$ cat src/rtl/pipeline_pkg.sv
// ============================================================================
// Module      : pipeline_pkg
// Description : Shared pipeline constants and the IF/ID bundle used by fetch
//               and decode.
// Revision    : 1.0 - initial release
// ============================================================================
`default_nettype none

package pipeline_pkg;

  localparam logic [31:0] NOP_INSTR  = 32'h0000_0000;
  localparam logic [31:0] WORD_BYTES = 32'd4;

  typedef struct packed {
    logic [31:0] instr;
    logic [31:0] pc_plus4;
    logic        valid;
  } ifid_t;

  function automatic logic [31:0] word_align(input logic [31:0] addr);
    return {addr[31:2], 2'b00};
  endfunction

endpackage

`default_nettype wire

$ cat src/rtl/fetch_stage_if.sv
// ============================================================================
// Module      : fetch_stage_if
// Description : Instruction-memory, hazard/redirect and IF/ID signal bundle
//               of the fetch stage.
// Revision    : 1.0 - initial release
// ============================================================================
`default_nettype none

interface fetch_stage_if;
  import pipeline_pkg::*;

  logic [31:0] IM_Addr;
  logic [31:0] IM_Instr;
  logic        Stall;
  logic        Redirect;
  logic [31:0] RedirectTarget;
  logic [31:0] PC;
  logic [31:0] IFID_Instr;
  logic [31:0] IFID_PCPlus4;
  logic        IFID_Valid;
  logic        AddrFault;

  modport master (
    output IM_Addr, PC, IFID_Instr, IFID_PCPlus4, IFID_Valid, AddrFault,
    input  IM_Instr, Stall, Redirect, RedirectTarget
  );

  modport slave (
    input  IM_Addr, PC, IFID_Instr, IFID_PCPlus4, IFID_Valid, AddrFault,
    output IM_Instr, Stall, Redirect, RedirectTarget
  );

endinterface

`default_nettype wire

$ cat src/rtl/fetch_pc_reg.sv
// ============================================================================
// Module      : fetch_pc_reg
// Description : Program counter with next-PC select (reset/redirect/stall/+4).
// Revision    : 1.0 - initial release
// ============================================================================
`default_nettype none

module fetch_pc_reg
  import pipeline_pkg::*;
#(
  parameter logic [31:0] RESET_VECTOR = 32'h0000_0000
) (
  input  logic        clk,
  input  logic        rst,
  input  logic        stall,
  input  logic        redirect,
  input  logic [31:0] redirect_target,
  output logic [31:0] pc,
  output logic [31:0] pc_plus4
);

  // Wraps naturally from 32'hFFFF_FFFC to 0.
  assign pc_plus4 = pc + WORD_BYTES;

  always_ff @(posedge clk) begin
    if (rst) begin
      pc <= RESET_VECTOR;
    end else if (redirect) begin
      pc <= word_align(redirect_target);
    end else if (!stall) begin
      pc <= pc_plus4;
    end
  end

endmodule

`default_nettype wire

$ cat src/rtl/fetch_stage.sv
// ============================================================================
// Module      : fetch_stage
// Description : Instruction fetch with IF/ID register, stall, redirect and
//               sticky out-of-range fault. Define FETCH_DELAY_SLOT_EN to keep
//               the in-flight instruction on redirect (branch-delay slot).
// Revision    : 1.0 - initial release
// ============================================================================
`default_nettype none

module fetch_stage
  import pipeline_pkg::*;
#(
  parameter logic [31:0] RESET_VECTOR = 32'h0000_0000,
  parameter int unsigned IMEM_WORDS   = 1024
) (
  input  logic          Clk,
  input  logic          Reset,
  fetch_stage_if.master fif
);

  localparam logic [32:0] IMEM_LIMIT = 33'(IMEM_WORDS) * 33'd4;

  logic [31:0] pc;
  logic [31:0] pc_plus4;
  logic        advance;
  logic        fault_now;
  logic        addr_fault;
  ifid_t       ifid_d;
  ifid_t       ifid_q;

  fetch_pc_reg #(
    .RESET_VECTOR (RESET_VECTOR)
  ) u_pc_reg (
    .clk             (Clk),
    .rst             (Reset),
    .stall           (fif.Stall),
    .redirect        (fif.Redirect),
    .redirect_target (fif.RedirectTarget),
    .pc              (pc),
    .pc_plus4        (pc_plus4)
  );

  // Redirect overrides stall, so the pipeline register moves whenever either allows it.
  assign advance   = fif.Redirect | ~fif.Stall;
  assign fault_now = {1'b0, pc} >= IMEM_LIMIT;

  always_comb begin
    ifid_d = '{instr: fif.IM_Instr, pc_plus4: pc_plus4, valid: 1'b1};
`ifndef FETCH_DELAY_SLOT_EN
    if (fif.Redirect) begin
      ifid_d = '{instr: NOP_INSTR, pc_plus4: pc_plus4, valid: 1'b0};
    end
`endif
    if (fault_now) begin
      ifid_d = '{instr: NOP_INSTR, pc_plus4: pc_plus4, valid: 1'b0};
    end
  end

  always_ff @(posedge Clk) begin
    if (Reset) begin
      ifid_q     <= '{instr: NOP_INSTR, pc_plus4: 32'h0, valid: 1'b0};
      addr_fault <= 1'b0;
    end else if (advance) begin
      ifid_q <= ifid_d;
      if (fault_now) begin
        addr_fault <= 1'b1;
      end
    end
  end

  assign fif.IM_Addr      = pc;
  assign fif.PC           = pc;
  assign fif.IFID_Instr   = ifid_q.instr;
  assign fif.IFID_PCPlus4 = ifid_q.pc_plus4;
  assign fif.IFID_Valid   = ifid_q.valid;
  assign fif.AddrFault    = addr_fault;

endmodule

`default_nettype wire

$ cat src/flat_wrapper.sv
// flat-port wrapper written by rule: the top's interface ports become plain ports
module fetch_stage_flat import pipeline_pkg::*;
#(
  parameter logic [31:0] RESET_VECTOR = 32'h0000_0000,
  parameter int unsigned IMEM_WORDS   = 1024
)
  (Clk, Reset, fif_IM_Addr, fif_PC, fif_IFID_Instr, fif_IFID_PCPlus4, fif_IFID_Valid, fif_AddrFault, fif_IM_Instr, fif_Stall, fif_Redirect, fif_RedirectTarget);
  fetch_stage_if fif_i ();
  input  logic Clk;
  input  logic Reset;
  output wire logic [$bits(fif_i.IM_Addr)-1:0] fif_IM_Addr;
  output wire logic [$bits(fif_i.PC)-1:0] fif_PC;
  output wire logic [$bits(fif_i.IFID_Instr)-1:0] fif_IFID_Instr;
  output wire logic [$bits(fif_i.IFID_PCPlus4)-1:0] fif_IFID_PCPlus4;
  output wire logic [$bits(fif_i.IFID_Valid)-1:0] fif_IFID_Valid;
  output wire logic [$bits(fif_i.AddrFault)-1:0] fif_AddrFault;
  input wire logic [$bits(fif_i.IM_Instr)-1:0] fif_IM_Instr;
  input wire logic [$bits(fif_i.Stall)-1:0] fif_Stall;
  input wire logic [$bits(fif_i.Redirect)-1:0] fif_Redirect;
  input wire logic [$bits(fif_i.RedirectTarget)-1:0] fif_RedirectTarget;
  assign fif_IM_Addr = fif_i.IM_Addr;
  assign fif_PC = fif_i.PC;
  assign fif_IFID_Instr = fif_i.IFID_Instr;
  assign fif_IFID_PCPlus4 = fif_i.IFID_PCPlus4;
  assign fif_IFID_Valid = fif_i.IFID_Valid;
  assign fif_AddrFault = fif_i.AddrFault;
  assign fif_i.IM_Instr = fif_IM_Instr;
  assign fif_i.Stall = fif_Stall;
  assign fif_i.Redirect = fif_Redirect;
  assign fif_i.RedirectTarget = fif_RedirectTarget;
  fetch_stage #(.RESET_VECTOR(RESET_VECTOR), .IMEM_WORDS(IMEM_WORDS)) u_core (.Clk(Clk), .Reset(Reset), .fif(fif_i));
endmodule
$ cat config.mk
export PLATFORM = sky130hd
export DESIGN_NAME = fetch_stage_flat
export DESIGN_NICKNAME = d
export VERILOG_FILES = /design/src/rtl/pipeline_pkg.sv /design/src/rtl/fetch_stage_if.sv /design/src/rtl/fetch_pc_reg.sv /design/src/rtl/fetch_stage.sv /design/src/flat_wrapper.sv
export SDC_FILE = /design/constraint.sdc
export NUM_CORES = 1
export LEC_CHECK = 0
export CORE_MARGIN = 2
export CORE_UTILIZATION = 40
export CTS_CLUSTER_SIZE = 10
export DETAILED_ROUTE_END_ITERATION = 12
export PLACE_DENSITY = 0.82
export SLEW_MARGIN = 20
export SYNTH_ARGS = -nofsm -noshare
export SYNTH_HDL_FRONTEND = slang
export SYNTH_SLANG_ARGS = --single-unit
export TNS_END_PERCENT = 50
$ cat constraint.sdc
create_clock -name Clk -period 2.1 [get_ports Clk]
set_input_delay 0.315 -clock Clk [delete_from_list [all_inputs] [get_ports Clk]]
set_output_delay 0.315 -clock Clk [all_outputs]
set_load 0.02 [all_outputs]
==> summary.txt, run 1 <==
Detailed routing
  • Residual DRC count: 0
  • Initial DRC count: between 400 and 500
  • First-pass detailed-route iteration total: 5
  • Via/cell ratio: ~5.6
  • WL final: 16.6 mm
  • DR WL/cell: ~17 µm
  • Vias: 5384
  • DRT antenna net count: 0

Power
  • Switch Pwr: roughly 1.3 mW
  • Worst VDD drop: just over 400 µV
  • Pwr dens: 631 nW/µm²
  • Int Pwr: around 3.4 mW
  • P_leak: approximately 2.6 nW
  • Flop pwr share: 0.408
  • Comb power frac: 0.213
  • Design Power: ~4.7 mW
  • Clock power frac: 0.380
  • Sw Ratio: 0.279

Placed design
  • Final GP Congestion: just over 0.9
  • Dpl hpwl: 12.1 mm
  • Dpl ws: -0.0865 ns
  • I/O Buffers: approximately 190

Clock network
  • Num Clock Sinks: between 90 and 100
  • Clk root buf: clkbuf_16
  • TritonCTS clock tree: done
  • Worst-Skew Late Latency: 0.35 ns
  • Clk buf depth: 2
  • Worst-path clk slew: roughly 0.070 ns
  • CTS H-Tree Depth: 3
  • CTS Buf Count: 9
  • Hold buffer count at cts: 0

Cells and area
  • Area delta synth->final: 49.3%
  • Nets@finish: 857
  • Share of post-route cells with drive strength above 1: 0.131
  • N_diodes: 0

Setup path
  • R2R cell count: 6
  • Req. time, crit path: between 2 and 2.5 ns
  • Setup CP Type: reg -> reg
  • Worst Setup Start Kind: flop
  • Worst path slowest cell: or4_1
  • Critical path peak fanout: 13
  • Worst path max stage delay: about 0.53 ns
  • Crit. End Element: flop
  • Crit-path cells: ha_2 -> nand3_1 -> buf_4 -> or4_1 -> nor4b_1 -> a2111oi_2
  • CP arrival: ~2.3 ns

Floorplanning
  • Die area: approximately 13000 µm²
  • Die height: 116 µm
  • Rows: 40
  • Top-level I/O count: 198
  • Starting density of the core: 0.413
  • Die Wd: ~120 µm
  • Area of the core: between 10000 and 15000 µm²

GRT
  • Number of global-route vias before repair: between 5000 and 6000
  • First-pass GRT wire length: 25.6 mm
  • GRT Total Usage: 0.242
  • Gr ovfl total: 0
  • Largest net degree at the start of global routing: 58
  • Initial antenna violation count: 0

Synthesis
  • Ys Warns: 0
  • Synth cell count leaders: dfxtp_1 (94), nor2_1 (59), o21ai_0 (46)
  • Post-synthesis sequential area ratio: 0.374
  • Synth Register Bits: 94
  • Post-synth EDFFs: 0
  • Adder-cell area share of the yosys netlist: 0.00498
  • Top FF cell, synth: dfxtp_1
  • Cells after Synth: approximately 610
  • Post-Syn Area: just over 5000 µm²
  • Post-synth top area cell: dfxtp_1
  • Multiplexer share of the synthesized area: 0.00199
  • Top cell type's share of synthesized area: 0.374
  • Top-count cell post-synth: dfxtp_1
  • Largest cells by area after synthesis: dfxtp_1 (37%), buf_4 (5.4%), a311oi_1 (5.1%), nand3b_1 (4.9%), o21ai_0 (4.6%)
  • Netlist cell types: 48
  • Post-synthesis xor/xnor area fraction: 0.0348
  • Largest family of logic cells by synthesized area: simple AND/OR/NAND/NOR gates
  • Post-Synth Simple-Gate Area: 0.291
  • Syn Area/Cell: a little over 8 µm²
  • Complex-gate fraction of the synthesized area: 0.182
  • FFs w/ async S/R, synth: 0

STA
  • Final Critical Period: 2.08 ns
  • Max Freq: between 400 and 500 MHz
  • Fin Hold WS: 0.442 ns
  • TNS Setup: 0 ns
  • Final Hold Fails: 0
  • Final setup violation count: 0
  • Slew Limit Fails: 0
  • Worst setup margin: roughly 0.021 ns
  • Tcrit/Tclk final: 0.990
  • Max Clock Skew: 0.0105 ns

Outcome
  • Status: finished, final reports clean

Run
  • Max Cap Viol: 0

Worst hold path
  • Hold/Removal Path Class: in -> reg
  • Hold Path Depth: 2
registers in the layout, summed over array words and instances (netlist names):
| signal | flops |
|---|---|
| u_core.fif.AddrFault | 1 |
| u_core.fif.IFID_PCPlus4 | 30 |
| u_core.fif.IFID_Valid | 1 |
| u_core.fif.IFID_Instr | 32 |
| u_core.u_pc_reg.pc | 30 |
through the flow:
step | cell area [µm²] | std cells | util
finish | 7510 | 960 | 0.617
global route | 7510 | 960 | 0.617
CTS | 7470 | 959 | 0.615
detailed placement | 7150 | 943 | 0.588
global placement | 7150 | 943 | 0.588
floorplan | 5060 | 617 | -
cell type report:
type                    count  area [µm²]
repair buffers            253        2380
flip-flops and latches     94        1900
inverters                  14        52.6
clock inverters             6        91.3
fillers                  1047        4650
multi-input cells         415        2650
clock buffers              10         229
well taps                 168         210
power by group through the flow:
stage	Combinational, mW	Sequential, mW	Clock (mW)
finish	1.01	1.93	1.80
global route	1.08	1.94	1.89
CTS	1.00	1.93	1.82
detailed placement	0.997	1.97	0
global placement	0.977	1.97	0
floorplan	0.425	2.08	0
routing by layer:
metal | track usage | routed length, µm | up-vias | part of all wire
met5 | 0 | 0 | - | 0
met2 | 0.396 | 7710 | 290 | 0.46
met1 | 0.298 | 6720 | 2507 | 0.40
met4 | 0.101 | 461 | 0 | 0.028
li1 | - | - | 2545 | -
met3 | 0.0752 | 1750 | 42 | 0.11
timing repair:
action,in CTS,in global routing
setup endpoints to repair,8,44
cloned,0,0
pin swaps,0,1
setup buffers,0,1
gates resized for setup,2,12
worst paths after layout:
| kind | startpoint | endpoint | slack [ns] |
|---|---|---|---|
| max | u_core.u_pc_reg.pc[3] | u_core.u_pc_reg.pc[16] | 0.02 |
| min reg2reg | u_core.fif.AddrFault | u_core.fif.AddrFault | 0.45 |
| min | Reset | u_core.fif.AddrFault | 0.44 |
| max reg2reg | u_core.u_pc_reg.pc[3] | u_core.u_pc_reg.pc[16] | 0.02 |
layout by cell type (no fill, tap or decap), types with 4 or more instances in the layout:
cell             count
xnor2_1             16
clkdlybuf4s50_1    188
and4_1               9
nor3_1               9
buf_4               64
nand2_1             21
nand4_1             11
a211oi_1            23
nor2b_1              4
dfxtp_1             83
o21ai_0             42
xor2_1               4
inv_1               13
or3_1               11
nor4_1              15
nor2_1              58
o21ai_1              4
and3_1               4
nand3_1             17
dfxtp_2             11
or4_1               13
nand2b_1            33
nand3b_1            33
conb_1               6
a2111oi_0            4
clkbuf_16            9
o31ai_1             10
a311oi_1            28
a21oi_1              8
cell families (layout without fill, tap and decap cells):
| family | after synthesis | count (layout) |
|---|---|---|
| and+or+nand+nor | 253 | 253 |
| AOI/OAI and AO/OA | 133 | 133 |
| buffers and inverters | 108 | 283 |
| DFF | 94 | 94 |
| xor gates and xnor gates | 20 | 20 |
| adders and majority gates | 2 | 2 |
| other | 1 | 6 |
| muxes | 1 | 1 |
worst max-delay path: cells and delay by family, from the launching register on:
family,cells,cell delay (ns)
AO/OA/AOI/OAI,1,0.09
adder cells (fa/ha/maj),1,0.23
buffers and inverters,1,0.20
flip-flops,1,0.34
AND/OR/NAND/NOR,3,1.07
(Power assumes the default switching activity.)
==> run 2: changes to the inputs <==
--- a/config.mk
+++ b/config.mk
@@ -6,10 +6,11 @@
 export NUM_CORES = 1
 export LEC_CHECK = 0
 export CORE_MARGIN = 2
-export CORE_UTILIZATION = 40
+export CORE_UTILIZATION = 41
+export CTS_BUF_LIST = sky130_fd_sc_hd__clkbuf_4 sky130_fd_sc_hd__clkbuf_8
 export CTS_CLUSTER_SIZE = 10
 export DETAILED_ROUTE_END_ITERATION = 12
-export PLACE_DENSITY = 0.82
+export PLACE_DENSITY = 0.84
 export SLEW_MARGIN = 20
 export SYNTH_ARGS = -nofsm -noshare
 export SYNTH_HDL_FRONTEND = slang
==> run 2 against run 1 <==
  * Fmax increased by 3.3%
  * Clock skew increased by 0.0039 ns
  * Flip-flop and latch count unchanged
  * Final cell count decreased by 2.2%
  * Non-clock buffer count unchanged
  * Setup slack improved by 0.067 ns
  * Clock-buffer cell count unchanged
  * Routed wire length decreased by 0.94%
  * Total power decreased by 8.2%
  * Clock power decreased by 22%
  * Combinational power about the same
  * Sequential power about the same
  * Largest cell class unchanged
==> summary.txt, run 2 (synthesized netlist as in run 1, its figures left out) <==
Detailed routing
  • First-pass detailed-route iteration total: 5 (unchanged)
  • Via/cell ratio: 5.75 (+2.4%)
  • Initial DRC count: 393 (-16%)
  • Residual DRC count: 0 (unchanged)
  • WL final: 16.5 mm (-0.94%)
  • DR WL/cell: 17.6 µm (+1.3%)
  • DRT antenna net count: 0 (unchanged)
  • Vias: 5395 (+0.20%)

Floorplanning
  • Area of the core: 12000 µm² (-1.2%)
  • Starting density of the core: 0.419 (+0.00517)
  • Die height: 115 µm (-1.2%)
  • Rows: 40 (unchanged)
  • Die area: 13200 µm² (-2.4%)
  • Top-level I/O count: 198 (unchanged)
  • Die Wd: 115 µm (-1.2%)

Cells and area
  • Fillers: 1077 (+2.9%)
  • Sequential cell area: 1890 µm² (about the same)
  • Area delta synth->final: 47.6%
  • Footprint of the multi-input gates: 2640 µm² (-0.38%)
  • Share of post-route cells with drive strength above 1: 0.128 (-0.00379)
  • Nets@finish: 857 (unchanged)
  • Leading cell type in the layout, fill and taps excluded: clkdlybuf4s50_1
  • Commonest non-fill, non-tap cells in the layout: clkdlybuf4s50_1 (188), dfxtp_1 (84), buf_4 (61)
  • N_diodes: 0 (unchanged)
  • Max reg flops: 32 (unchanged)
  • Post-route non-filler standard cell count: 939 (-2.2%)
  • Finished Cell Area: 7420 µm² (-1.2%)

GRT
  • Number of global-route vias before repair: 5228 (+3.4%)
  • Initial antenna violation count: 0 (unchanged)
  • First-pass GRT wire length: 26.0 mm (+1.9%)
  • Gr ovfl total: 0 (unchanged)
  • Largest net degree at the start of global routing: 63 (+8.6%)
  • GRT Total Usage: 0.250 (+0.00789)

Setup path
  • CP arrival: 2.30 ns (about the same)
  • Crit-path cells: nand3_1 -> or4_4 -> buf_4 -> or3_1 -> a311oi_1
  • Worst path max stage delay: 0.61 ns (+0.08 ns)
  • Req. time, crit path: 2.39 ns (+0.07 ns)
  • Worst path slowest cell: or4_4
  • Crit. End Element: flop
  • Critical path peak fanout: 6 (-7)
  • Worst Setup Start Kind: flop
  • Setup CP Type: reg -> reg

Placed design
  • I/O Buffers: 189 (unchanged)
  • Dpl hpwl: 12.1 mm (-0.72%)
  • Final GP Congestion: 0.932 (-0.27%)
  • DP Area: 7160 µm² (+0.16%)
  • Post-Place Cells: 922 (-2.2%)

Clock network
  • TritonCTS clock tree: done
  • CTS Buf Count: 9 (unchanged)
  • Worst-Skew Late Latency: 0.38 ns (+0.03 ns)
  • Clk buf depth: 2 (unchanged)
  • CTS H-Tree Depth: 3 (unchanged)
  • Worst-path clk slew: 0.10 ns (+0.03 ns)
  • Num Clock Sinks: 94 (unchanged)
  • Hold buffer count at cts: 0 (unchanged)
  • Clk root buf: clkbuf_8

STA
  • Tcrit/Tclk final: 0.958 (-0.0320)
  • Max Clock Skew: 0.0144 ns (+0.00389 ns)
  • TNS Setup: 0 ns (unchanged)
  • Final Hold Fails: 0 (unchanged)
  • Slew Limit Fails: 0 (unchanged)
  • Fin Hold WS: 0.387 ns (-0.0554 ns)
  • Final Critical Period: 2.01 ns (-0.0672 ns)
  • Max Freq: 497 MHz (+3.3%)
  • Final setup violation count: 0 (unchanged)
  • RSZ-0062 raised after global routing: no

Power
  • Design Power: 4.35 mW (-8.2%)
  • Pwr dens: 586 nW/µm² (-7.2%)
  • P_leak: 2.60 nW (-0.92%)
  • Worst VDD drop: 280 µV (-32%)

Worst hold path
  • Hold/Removal Path Class: in -> reg

Outcome
  • Status: finished, final reports clean

Run
  • Max Cap Viol: 0 (unchanged)
## run 2: cell count changes in the layout (fill, tap and decap cells not counted), sizes merged
cell    change
clkinv      +2
inv         -2
## run 2: worst max-delay path: cells and delay by family, from the launching register on
family / cells / cell delay [ns]
buffers and inverters: 1 / 0.17
AO/OA/AOI/OAI: 1 / 0.28
flip-flops: 1 / 0.41
AND/OR/NAND/NOR: 3 / 1.06
## run 2: power by group
group | internal, mW | switching [mW] | total (mW)
sequential | 1.87 | 0.0624 | 1.93
combinational | 0.502 | 0.516 | 1.02
clock | 0.712 | 0.689 | 1.40
total | 3.08 | 1.27 | 4.35
## run 2: metrics by stage
step,setup WS (ns),utilization
floorplan,-0.0353,-
CTS,0.0180,0.615
global route,0.0119,0.618
detailed placement,-0.0503,0.596
finish,0.0886,0.618
global placement,-0.0208,0.596
## run 2: path summary, 6_finish.rpt
path	from	end	slack [ns]	depth (start not counted)
max reg2reg	u_core.u_pc_reg.pc[17]	u_core.fif.IFID_PCPlus4[26]	0.09	5
max	u_core.u_pc_reg.pc[17]	u_core.fif.IFID_PCPlus4[26]	0.09	5
min	Reset	u_core.u_pc_reg.pc[3]	0.39	2
min reg2reg	u_core.fif.AddrFault	u_core.fif.AddrFault	0.46	2
## run 2: routing by layer
metal / routed length (µm) / track usage / up-vias
met5: 0 / 0 / -
met4: 574 / 0.131 / 0
met3: 1600 / 0.0638 / 38
met2: 7810 / 0.412 / 285
met1: 6510 / 0.302 / 2529
li1: - / - / 2543
## run 2: area by class of cell
type	count	area share
tap	147	0.0248
sequential	94	0.255
clock buffer	10	0.0185
timing repair buffer	253	0.326
clock inverter	6	0.0128
multi-input combinational	415	0.355
inverter	14	0.00708
## run 2: what timing repair did
action,CTS,global route
buffers inserted,0,1
setup endpoints to repair,0,21
gates resized for setup,0,6
==> edit 1: new RTL, settings of run 2 <==
Reset style: asynchronous (`rst`), changed in one clocked block.
--- a/src/rtl/fetch_pc_reg.sv
+++ b/src/rtl/fetch_pc_reg.sv
@@ -23,5 +23,5 @@
   assign pc_plus4 = pc + WORD_BYTES;
 
-  always_ff @(posedge clk) begin
+  always_ff @(posedge clk or posedge rst) begin
     if (rst) begin
       pc <= RESET_VECTOR;
Function: differs if Reset is asserted again (counterexample within 4 cycles, from zero or initial values and one cycle with Reset high); with Reset held inactive, the same outputs for 4 cycles.
==> edit 1 against run 2 <==
Sequential cell count unchanged. Setup slack worse by 0.017 ns. Synthesized area is 3.6% lower. Cell area shrank 4.0%. Non-clock buffer count shrank 13. Power up 1.5%. First-iteration DRC count fell by 3.8%. Via count fell by 5.1%. Wire length decreased by 6.9%. Sequential share of layout area rose by 3.1 points. Largest cell class is now buffers.
==> edit 1: results (changes against run 2) <==
grt:
  grt_max_degree: 49  # -22%
  grt.total_usage_pct: 23.62  # -1.4 points
  grt_pass1_wl_mm: 24.66  # -5.2%
place:
  place_area_um2: 6914  # -3.4%
  pre_cts_slack_ns: -0.2288  # -0.1785 ns
  dp_hpwl_mm: 11.22  # -6.9%
  gp_congestion: 0.8880  # -4.7%
routing:
  wl_met1_mm: 6.519  # +0.17%
  dr.pass1.iters: 4  # -1
  initialDrtViolationCount: 378  # -3.8%
  dr_wl_met2_mm: 7.333  # -6.1%
  wl_met3_mm: 1.000  # -37%
layout:
  buffer_area_share_pct: 33.15  # +0.54 points
  layout.cells.non_filler: 899  # -4.3%
  num-nonclk-inverters: 8  # -6
  multi_input_gates: 398  # -4.1%
  fill_cells: 984  # -8.6%
  multi_input_area_share_pct: 32.55  # -3.0 points
  layout-drive-gt1-share_pct: 11.38  # -1.4 points
  fin_nets: 821  # -4.2%
  final-clk-cell-share_pct: 2.774  # -0.36 points
power:
  p_leak_uw: 0.002516  # -3.1%
  ir_worst_vdd_uv: 307.0  # +9.6%
yosys:
  synthCells: 585  # -4.4%
  ys_top_cells_by_count: "nand2_1, dfxtp_1, o21ai_0"
worst_hold_path:
  min_path_type: "input pin to asynchronous set/reset pin"
status:
  status: "complete, no violations"
timing:
  fin_skew_ns: 0.007932  # -0.006431 ns
  hold-worst-slack_ns: 0.2858  # -0.1008 ns
edit 1: changes by cell type after synthesis, moves of 9 or more:
cell | run 2 | this run
dfrtp_1 | 0 | 30
nand4_1 | 11 | 43
or4_1 | 13 | 22
a31oi_1 | 2 | 21
a21oi_1 | 8 | 40
dfxtp_1 | 94 | 64
nand2_1 | 22 | 71
a311oi_1 | 29 | 2
a211oi_1 | 23 | 8
nand2b_1 | 33 | 2
nand3b_1 | 33 | 0
nor2_1 | 59 | 22
edit 1: worst max-delay path, stage by stage, from the launching register on:
cell	delay (ns)
dfrtp_1	0.39
nand4_1	0.10
buf_4	0.19
or4_4	0.65
or4_1	0.50
o211ai_1	0.11
edit 1: kinds of logic after synthesis:
logic type / after synthesis / share of synthesized area (%)
compound gates: 142 / 17.17
xor+xnor: 23 / 4.157
fa+ha+maj: 2 / 0.5163
buf+inv: 98 / 10.87
flops: 94 / 41.93
mux: 1 / 0.2066
other cells: 1 / 0.07739
simple gates: 224 / 25.07
edit 1: worst max path at each step:
stage / endpoint / slack, ns
floorplan: u_core.u_pc_reg.pc[23] / -0.003
global placement: u_core.u_pc_reg.pc[17] / -0.14
detailed placement: u_core.u_pc_reg.pc[24] / -0.23
CTS: u_core.u_pc_reg.pc[24] / 0.04
global route: u_core.u_pc_reg.pc[19] / 0.006
finish: u_core.u_pc_reg.pc[21] / 0.07
edit 1: power by group through the flow:
| stage | registers, uW | clock network [uW] | logic, uW |
|---|---|---|---|
| final | 2000 | 1210 | 1200 |
| after global routing | 2020 | 1320 | 1270 |
| after CTS | 2000 | 1250 | 1200 |
| after detailed placement | 2040 | 0 | 1190 |
| after global placement | 2030 | 0 | 1170 |
| after floorplan | 2170 | 0 | 480 |
==> edit 2: new RTL, config.mk and constraints of run 2 <==
Without the edit above. Build with the macro `FETCH_DELAY_SLOT_EN` defined.
--- a/src/rtl/fetch_stage.sv
+++ b/src/rtl/fetch_stage.sv
@@ -7,4 +7,6 @@
 // ============================================================================
 `default_nettype none
+
+`define FETCH_DELAY_SLOT_EN
 
 module fetch_stage
Function: changed (Yosys sat finds a counterexample within 4 cycles, from zero or initial values and one cycle with Reset high).
==> edit 2 against run 2 <==
Power shrank 6.0%. Cell area fell by 3.8%. Final cell count down 3.9%. Sequential cell count did not move. Largest cell class unchanged. Global-route usage fell by 0.31 points. Largest power group unchanged. Utilization increased by 0.77 points. Via count down 2.6%. Setup slack got worse by 0.062 ns. Synthesized area down 4.8%. Wire length decreased by 1.9%. Highest routed layer unchanged. Clock power decreased by 18%.
==> edit 2: results (changes against run 2) <==
status:
  status: "complete, no violations"
critical_path:
  crit_fanout: 5  # -1
  r2r_slack_ns: 0.03  # -0.06 ns
  cp.arrival_ns: 2.34  # +0.04 ns
  cp-startpoint: "u_core.u_pc_reg.pc[9]"
  endpoint: "u_core.u_pc_reg.pc[20]"
worst_hold_path:
  min_path_type: "flip-flop to flip-flop"
  hold_path_end: "u_core.fif.IFID_Instr[26]"
grt:
  grtUsageMet3_pct: 5.076  # -1.3 points
  grt.total_usage_pct: 24.70  # -0.31 points
  grt_pass1_vias: 5114  # -2.2%
  grt_pass1_wl_mm: 25.65  # -1.4%
  use_met2_pct: 40.12  # -1.1 points
  use_met1_pct: 31.32  # +1.1 points
timing:
  fin_skew_ns: 0.01044  # -0.003925 ns
  hold-worst-slack_ns: 0.4541  # +0.06755 ns
layout:
  layout-drive-gt1-share_pct: 13.18  # +0.42 points
  antennaDiodeCount: 0  # unchanged
  fin_nets: 824  # -3.9%
  fill_cells: 967  # -10%
power:
  p_leak_uw: 0.002377  # -8.5%
  p_int_uw: 2815  # -8.6%
routing:
  wl_met1_mm: 6.586  # +1.2%
  wl_met3_mm: 1.237  # -23%
  via_count: 5253  # -2.6%
  post_drt_wl_per_cell_um: 17.93  # +2.1%
  dr_wl_met2_mm: 7.744  # -0.79%
  highest_layer: "met4"
yosys:
  synthCells: 588  # -3.9%
  seq_area_frac_synth_pct: 39.29  # +1.9 points
  ys_top_cells_by_count: "dfxtp_1, nor2_1, clkbuf_1"
  yosys-top-cells-area: "dfxtp_1, buf_4, a311oi_1"
  async_flop_share_pct: 0  # unchanged
place:
  place_area_um2: 6870  # -4.0%
  gp_congestion: 0.8895  # -4.6%
  dp_hpwl_mm: 11.48  # -4.7%
==> edit 2: cell families (layout without fill, tap and decap cells) <==
logic type / after synthesis / count (layout) / share of synthesized area, %
AO/OA/AOI/OAI: 130 / 130 / 18.91
XOR/XNOR: 24 / 24 / 4.389
adder cells (fa/ha/maj): 2 / 2 / 0.5224
buffers and inverters: 104 / 269 / 11.13
flip-flops: 94 / 94 / 39.29
multiplexers: 1 / 1 / 0.2090
other: 1 / 6 / 0.07829
AND/OR/NAND/NOR: 232 / 233 / 25.47
==> edit 2: area by class of cell <==
class | count | area share [%]
Multi-Input combinational cell | 396 | 34.67
Clock buffer | 10 | 1.927
Inverter | 9 | 0.4730
Tap cell | 143 | 2.505
Timing Repair Buffer | 244 | 33.22
Sequential cell | 94 | 26.59
Clock inverter | 6 | 0.6132
==> edit 2: repair_timing <==
item,CTS,global route
setup endpoints to repair,19,17
cloned,0,1
buffers inserted,0,3
pin swaps,0,4
gates resized for setup,3,8
==> edit 2: worst max-delay path: stages (launching register included) <==
cell      delay (ns)
dfxtp_1         0.34
nand4_1         0.10
buf_4           0.17
or4_2           0.70
or4_1           0.44
a311oi_1        0.25
==> edit 2: power groups by stage <==
stage | logic [uW] | clock network, uW | registers, uW
2_1_floorplan | 394 | 0 | 2090
3_3_place_gp | 965 | 0 | 1970
3_5_place_dp | 981 | 0 | 1980
4_1_cts | 985 | 1160 | 1940
5_1_grt | 1050 | 1230 | 1950
6_report | 994 | 1150 | 1940
==> edit 2: metrics by stage <==
stage | setup slack [ns] | utilization (%)
CTS | 0.01846 | 61.88
global placement | -0.2789 | 60.17
detailed placement | -0.2785 | 60.17
global route | -0.01128 | 62.55
finish | 0.02644 | 62.55
floorplan | -0.01172 | -
